==> src/rtl/add_sub_pkg.sv <==
// Shared definitions for the Level-02 ALU 16-bit adder/subtractor.
// Holds the datapath width, operation-select encodings and the word type.
package add_sub_pkg;

    localparam int ADD_SUB_WIDTH = 16;

    localparam logic SEL_ADD = 1'b0;
    localparam logic SEL_SUB = 1'b1;

    typedef logic [ADD_SUB_WIDTH-1:0] word_t;

endpackage : add_sub_pkg

==> src/rtl/add_sub_16b_full_adder.sv <==
// One-bit full adder cell; sixteen of these form the ripple-carry chain.
// Ports: a, b, cin (operand bits and carry in) -> s (sum bit), co (carry out).
module full_adder (
    input  logic a,
    input  logic b,
    input  logic cin,
    output logic s,
    output logic co
);

    logic p;

    // Propagate term is shared by the sum and the carry.
    assign p  = a ^ b;
    assign s  = p ^ cin;
    assign co = (a & b) | (cin & p);

endmodule : full_adder

==> src/rtl/add_sub_16b.sv <==
// Registered 16-bit two's-complement adder/subtractor for the ALU datapath.
// Ports: clk, rst (async, active-high), in0, in1, sel (0 add, 1 sub) ->
//        sum, cout (carry / not-borrow), and with ADD_SUB_16B_FLAGS_EN
//        also ovf (signed overflow) and zero (result is zero).
// All outputs are registered; latency is one cycle, one op per cycle.
module add_sub_16b
    import add_sub_pkg::*;
#(
    parameter int WIDTH = ADD_SUB_WIDTH
) (
    input  logic             clk,
    input  logic             rst,
    input  logic [WIDTH-1:0] in0,
    input  logic [WIDTH-1:0] in1,
    input  logic             sel,
    output logic [WIDTH-1:0] sum,
    output logic             cout
`ifdef ADD_SUB_16B_FLAGS_EN
    ,
    output logic             ovf,
    output logic             zero
`endif
);

    generate
        if (WIDTH != ADD_SUB_WIDTH) begin : g_width_chk
            $error("add_sub_16b: only WIDTH = 16 is supported");
        end
    endgenerate

    word_t          b;
    word_t          s;
    logic [WIDTH:0] c;

    // Subtraction is in0 + ~in1 + 1: invert B and inject sel as carry-in.
    assign b    = in1 ^ {WIDTH{sel}};
    assign c[0] = (sel == SEL_SUB);

    generate
        for (genvar i = 0; i < WIDTH; i++) begin : g_fa
            full_adder u_fa (
                .a   (in0[i]),
                .b   (b[i]),
                .cin (c[i]),
                .s   (s[i]),
                .co  (c[i+1])
            );
        end
    endgenerate

    always_ff @(posedge clk or posedge rst) begin
        if (rst) begin
            sum  <= '0;
            cout <= 1'b0;
        end else begin
            sum  <= s;
            cout <= c[WIDTH];
        end
    end

`ifdef ADD_SUB_16B_FLAGS_EN
    logic ovf_d;
    logic zero_d;

    // Signed overflow: carry into the sign bit differs from carry out of it.
    assign ovf_d  = c[WIDTH] ^ c[WIDTH-1];
    assign zero_d = (s == '0);

    // zero resets low even though sum resets to zero; it only reflects
    // results that were actually computed.
    always_ff @(posedge clk or posedge rst) begin
        if (rst) begin
            ovf  <= 1'b0;
            zero <= 1'b0;
        end else begin
            ovf  <= ovf_d;
            zero <= zero_d;
        end
    end
`endif

endmodule : add_sub_16b

==> config.mk <==
export PLATFORM = sky130hd
export DESIGN_NAME = add_sub_16b
export DESIGN_NICKNAME = d
export VERILOG_FILES = /design/src/rtl/add_sub_pkg.sv /design/src/rtl/add_sub_16b_full_adder.sv /design/src/rtl/add_sub_16b.sv
export SDC_FILE = /design/constraint.sdc
export NUM_CORES = 1
export LEC_CHECK = 0
export BUFFER_PORTS_ARGS = -buffer_cell sky130_fd_sc_hd__buf_2
export CELL_PAD_IN_SITES_DETAIL_PLACEMENT = 0
export CELL_PAD_IN_SITES_GLOBAL_PLACEMENT = 1
export CORE_MARGIN = 2
export CORE_UTILIZATION = 35
export CTS_BUF_LIST = sky130_fd_sc_hd__clkbuf_4
export CTS_CLUSTER_SIZE = 24
export DETAILED_ROUTE_END_ITERATION = 8
export GPL_TIMING_DRIVEN = 0
export PLACE_DENSITY = 0.89
export SLEW_MARGIN = 20
export SYNTH_ARGS = -nofsm -noshare
export SYNTH_HDL_FRONTEND = slang
export SYNTH_SLANG_ARGS = --single-unit
==> constraint.sdc <==
create_clock -name clk -period 0.8 [get_ports clk]
set_input_delay 0.12 -clock clk [delete_from_list [all_inputs] [get_ports clk]]
set_output_delay 0.12 -clock clk [all_outputs]
set_load 0.05 [all_outputs]
==> results of run 1 <==
-- cell type report --
cell class / count / area [um^2]
fill: 242 / 1230
multi-input combinational: 32 / 504
sequential: 17 / 425
timing repair buffer: 53 / 379
inverter: 30 / 113
buffer: 2 / 40.0
tap: 31 / 38.8
clock buffer: 4 / 30.0
-- flip-flops by register name, summed over array words and instances, names as in the netlist --
name / count
cout: 1
sum: 16
-- cell usage in the layout, fill, tap and decap left out, types with 3 or more instances in the layout --
cell	n
buf_4	3
inv_2	9
xor2_1	3
buf_6	17
buf_2	33
inv_1	21
fa_2	14
dfrtp_1	17
clkbuf_4	4
xnor2_1	12
-- cell families after synthesis --
| group | count (synthesis) |
|---|---|
| DFF | 17 |
| muxes | 1 |
| adders and majority gates | 15 |
| xor gates and xnor gates | 16 |
| buffers and inverters | 32 |
-- timing repair --
item / in CTS / in global routing
endpoints found under the hold margin: 17 / 17
setup buffers: 3 / 0
gates resized for setup: 37 / 5
endpoints found under the setup margin: 33 / 33
-- stage by stage --
stage	power, W	cell area (um^2)
2_1_floorplan	0.00248	1080
3_3_place_gp	0.00287	1370
3_5_place_dp	0.00294	1370
4_1_cts	0.00380	1530
5_1_grt	0.00399	1530
6_report	0.00378	1530
-- synthesized netlist by cell type --
library cell and n:
buf_12 1, inv_1 30, xnor2_1 13, dfrtp_1 17
mux2i_1 1, fa_1 15, xor2_1 3, buf_6 1
-- final timing paths --
| path | startpoint | endpoint | slack [ps] | depth (start not counted) |
|---|---|---|---|---|
| max | sel | sum[15]$_DFF_PP0_ | -4770 | 21 |
| min | rst | sum[2]$_DFF_PP0_ | -100 | 2 |
| max in group asynchronous | rst | sum[9]$_DFF_PP0_ | 490 | 2 |
| min in group clk | in0[0] | sum[0]$_DFF_PP0_ | 20 | 2 |
-- routing by layer --
metal | track usage [%] | vias up | routed length, um
met5 | 0 | - | 0
met4 | 4.98 | 0 | 19
met3 | 2.68 | 2 | 150
met2 | 21.9 | 30 | 964
met1 | 13.5 | 327 | 674
li1 | - | 326 | -
-- report_power, final --
part	switching (W)	total, W	leakage [nW]	internal (W)
sequential	0.000112	0.00121	0.198	0.00109
clock	0.000257	0.000484	0.0184	0.000227
combinational	0.00129	0.00209	0.567	0.000798
total	0.00166	0.00378	0.783	0.00212
==> results.md, run 1 <==
- Largest net degree at the start of global routing: 18
- Crit-path cells: buf_12, buf_12, xnor2_4, fa_2, fa_2, fa_2, fa_2, fa_2, fa_2, fa_2, fa_2, inv_2, fa_2, inv_2, fa_2, fa_2, fa_2, fa_2, fa_2, inv_2, fa_1
- Net count, final: 189
- Leak pwr: 0.783 nW
- Synth top area share: 41.7%
- XOR/XNOR Fraction of Synth Area: 13.7%
- I/O Buffers: 50
- Die Span Y: 58.0 um
- Post-synthesis cell type count: 8
- Outcome: complete, but fails checks
- Routability congestion estimate: 0.681
- Area grow syn2layout: 50.1%
- Buf+Inv Stages, Crit Path: 5
- Final core occ: 55.5%
- DRC violations left: 0
- Clk slew on worst S/H paths: 100 ps
- Worst EP arrival: 5740 ps
- Post-route ant nets: 0
- Die area: 3360 um^2
- CTS tree: built
- Synth area leader: dfrtp_1
- Synthesized area per cell: 12.6 um^2
- Worst Setup Slack, final: -4770 ps
- DR vias: 685
- Final clock period utilization by the worst path: 696%
- 1st-iter DRT viols: 7
- Starting Density: 37.0%
- IO Count: 52
- CP endpoint kind: register
- Max-cap violations: 0
- Synth top area cells: dfrtp_1 (42%), fa_1 (29%), xnor2_1 (11%)
- Yosys reg bits: 17
- Site Rows: 19
- DP HPWL: 1.56 mm
- Post-synthesis compound-gate area fraction: 0%
- Worst-path fanout max: 4
- Syn Nets: 131
- Worst slack at placement: -5150 ps
- Delay of the slowest critical-path stage: 400 ps
- WS Path Type: in2reg
- Failing checks: negative hold slack, negative setup slack
- Yosys Warn Count: 0
- Num Clock Sinks: 17
- Most frequent CP cell: fa_2
- Peak VDD IR: 1.83 mV
- Core Box Area: 2760 um^2
- Die X: 58.0 um
- Drt pass-1 iters: 4
- Vias in the first global route: 721
- Fin crit period: 5570 ps
- Mux cell area share after synthesis: 0.982%
- Worst min path class: in2async
- Total GRT Usage: 12.0%
- Worst-Margin Slew: 637 ps
- RSZ-0062 raised after global routing: true
- Startpoint class of the critical path: input port
- Share of layout cells above drive strength 1: 60.1%
- Final wirelength: 1.81 mm
- Initial antenna violation count: 0
- Total gr overflow: 0
- Cell family with most CP delay: adder cells
- Cell count after placement: 162
- Largest family of logic cells by synthesized area: adder cells
- Post-Layout Cell Count: 169
- Final hold violations: 17
- Max-slew violation count: 0
- CP Data Required Time: 960 ps
- Cell count after synthesis: 81
- Synth Cell Area: 1020 um^2
- CTS root buffer: clkbuf_4
- Adder-Cell Fraction of Synth Area: 29.4%
- Diode count: 0
- Via density per instance: 4.05
- # H-tree levels: 1
- Simple-gate area share of the yosys netlist: 0%
- Final Setup Violations: 33
- Setup TNS Final: -43630 ps
- Seq/Total Area, Yosys: 41.7%
- PwrDens: 2470 nW/um^2
- CTS Buf Count: 3
- Slowest CP cell: fa_1
- Clock buffer depth: 2
- Hold Slack: -97.7 ps
- Slew HR: 57.5%
- Highest Clock Rate: 0.180 GHz
- First-pass GRT wire length: 3.02 mm
- Mean routed wirelength per cell: 10.7 um
No activity file was read; power rests on OpenSTA's default activity.
==> inputs of run 2 (changes only) <==
Settings changed: CORE_MARGIN 2 to 10.
Clock period 0.8 ns to 5.3 ns, I/O delays scaled along.
==> results.md, run 2 (synthesis results as in run 1) <==
- Outcome: complete, but fails checks (unchanged)
- Failing checks: negative setup slack (was negative hold slack, negative setup slack)
- Cts hold-fix bufs: 0
- CP Data Required Time: 5460 ps (was 960 ps)
- Worst-Margin Slew: 644 ps (was 637 ps)
- Startpoint class of the critical path: input port (unchanged)
- Clk slew on worst S/H paths: 90 ps (was 100 ps)
- RSZ-0062 raised after global routing: true (unchanged)
- CTS root buffer: clkbuf_4 (unchanged)
- Biggest regs: sum: 16 flops, cout: 1 flops (unchanged)
- Routability congestion estimate: 0.688 (was 0.681)
- Top reg by flops: sum (unchanged)
- Final hold violations: 0 (was 17)
- PwrDens: 364 nW/um^2 (was 2470 nW/um^2)
- Area grow syn2layout: 38.9% (was 50.1%)
- Final Setup Violations: 5 (was 33)
- Die X: 74.0 um (was 58.0 um)
- Peak VDD IR: 0.213 mV (was 1.83 mV)
- Max reg flops: 16 (unchanged)
- Final wirelength: 2.28 mm (was 1.81 mm)
- Initial antenna violation count: 0 (unchanged)
- Worst-path fanout max: 3 (was 4)
- Most frequent cells in the layout: buf_2 (50), inv_1 (24), dfrtp_1 (17) (was buf_2 (33), inv_1 (21), dfrtp_1 (17), buf_6 (17), fa_2 (14))
- CP endpoint kind: register (unchanged)
- # H-tree levels: 1 (unchanged)
- Hold Slack: 581 ps (was -97.7 ps)
- DRC violations left: 0 (unchanged)
- Commonest non-fill, non-tap cell in the layout: buf_2 (unchanged)
- Worst Setup Slack, final: -996 ps (was -4770 ps)
- Post-route ant nets: 0 (unchanged)
- Slew HR: 57.0% (was 57.5%)
- Leak pwr: 0.746 nW (was 0.783 nW)
- Total GRT Usage: 9.01% (was 12.0%)
- Vias in the first global route: 875 (was 721)
- Worst EP arrival: 6460 ps (was 5740 ps)
- Die Span Y: 74.0 um (was 58.0 um)
- CTS Buf Count: 3 (unchanged)
- DR vias: 694 (was 685)
- Share of layout cells above drive strength 1: 57.7% (was 60.1%)
- I/O Buffers: 50 (unchanged)
- Max-slew violation count: 0 (unchanged)
- Via density per instance: 4.13 (was 4.05)
- DP HPWL: 2.01 mm (was 1.56 mm)
- Worst slack at placement: -1380 ps (was -5150 ps)
- Drt pass-1 iters: 2 (was 4)
- CTS tree: built (unchanged)
- Site Rows: 19 (unchanged)
- Fin crit period: 6300 ps
- Worst min path class: in2async (unchanged)
- 1st-iter DRT viols: 12 (was 7)
- Mean routed wirelength per cell: 13.6 um (was 10.7 um)
- Largest net degree at the start of global routing: 18 (unchanged)
- Starting Density: 36.7% (was 37.0%)
- Net count, final: 188 (was 189)
- WS Path Type: in2reg (unchanged)
- Core Box Area: 2780 um^2 (was 2760 um^2)
- Diode count: 0 (unchanged)
- Highest Clock Rate: 0.159 GHz
- Clock buffer depth: 2 (unchanged)
- Num Clock Sinks: 17 (unchanged)
- Max-cap violations: 0 (unchanged)
- Die area: 5470 um^2 (was 3360 um^2)
- Final clock period utilization by the worst path: 119%
- Total gr overflow: 0 (unchanged)
- First-pass GRT wire length: 3.74 mm (was 3.02 mm)
- IO Count: 52 (unchanged)
==> run 2: worst max path at each step <==
stage / start / endpoint
after detailed placement: sel / sum[15]$_DFF_PP0_
after global routing: sel / sum[15]$_DFF_PP0_
after floorplan: sel / sum[15]$_DFF_PP0_
after global placement: sel / sum[15]$_DFF_PP0_
after CTS: sel / sum[15]$_DFF_PP0_
final: sel / sum[15]$_DFF_PP0_
==> run 2: repair_timing <==
action / in CTS / in global routing
endpoints found under the setup margin: 5 / 5
pin swaps: 0 / 0
resized for setup: 4 / 3
buffers inserted: 2 / 0
==> run 2: worst max-delay path, cell delays in order <==
cell and delay (ps):
buf_12 100, buf_12 120, xnor2_4 130, fa_2 360
fa_2 350, fa_2 360, fa_2 350, fa_2 340
fa_2 350, fa_2 350, fa_2 340, inv_2 60
fa_2 180, inv_2 40, fa_2 330, fa_2 380
fa_2 360, fa_2 360, fa_2 340, inv_2 60
fa_1 400
==> run 2: metal layers <==
layer | track usage [%] | vias to the layer above | share of wire [%]
li1 | - | 327 | -
met1 | 7.74 | 333 | 32
met2 | 16.9 | 32 | 54
met3 | 5.59 | 2 | 14
met4 | 2.48 | 0 | 0.31
met5 | 0 | - | 0
==> run 2: cell type report <==
class,count,area [um^2]
timing repair buffer,52,265
clock buffer,4,30.0
multi-input combinational,32,504
fill,273,1370
buffer,2,40.0
inverter,30,113
sequential,17,425
tap,31,38.8
==> run 2: per-stage QoR <==
| step | setup TNS [ps] | power (W) | instances | instance area (um^2) | util, % |
|---|---|---|---|---|---|
| 2_1_floorplan | -3490 | 0.000374 | 81 | 1070 | - |
| 3_3_place_gp | -4220 | 0.000437 | 162 | 1360 | 48.9 |
| 3_5_place_dp | -4700 | 0.000448 | 162 | 1360 | 48.9 |
| 4_1_cts | -2880 | 0.000524 | 168 | 1420 | 50.9 |
| 6_report | -2790 | 0.000516 | 168 | 1420 | 50.9 |
| 5_1_grt | -3370 | 0.000554 | 168 | 1420 | 50.9 |
==> run 2: power breakdown <==
part           switching (W)  total (W)  leakage [nW]  internal (W)
clock network      0.0000387  0.0000730        0.0184     0.0000343
logic               0.000197   0.000272         0.529     0.0000746
registers         0.00000657   0.000171         0.198      0.000164
total               0.000242   0.000516         0.746      0.000273
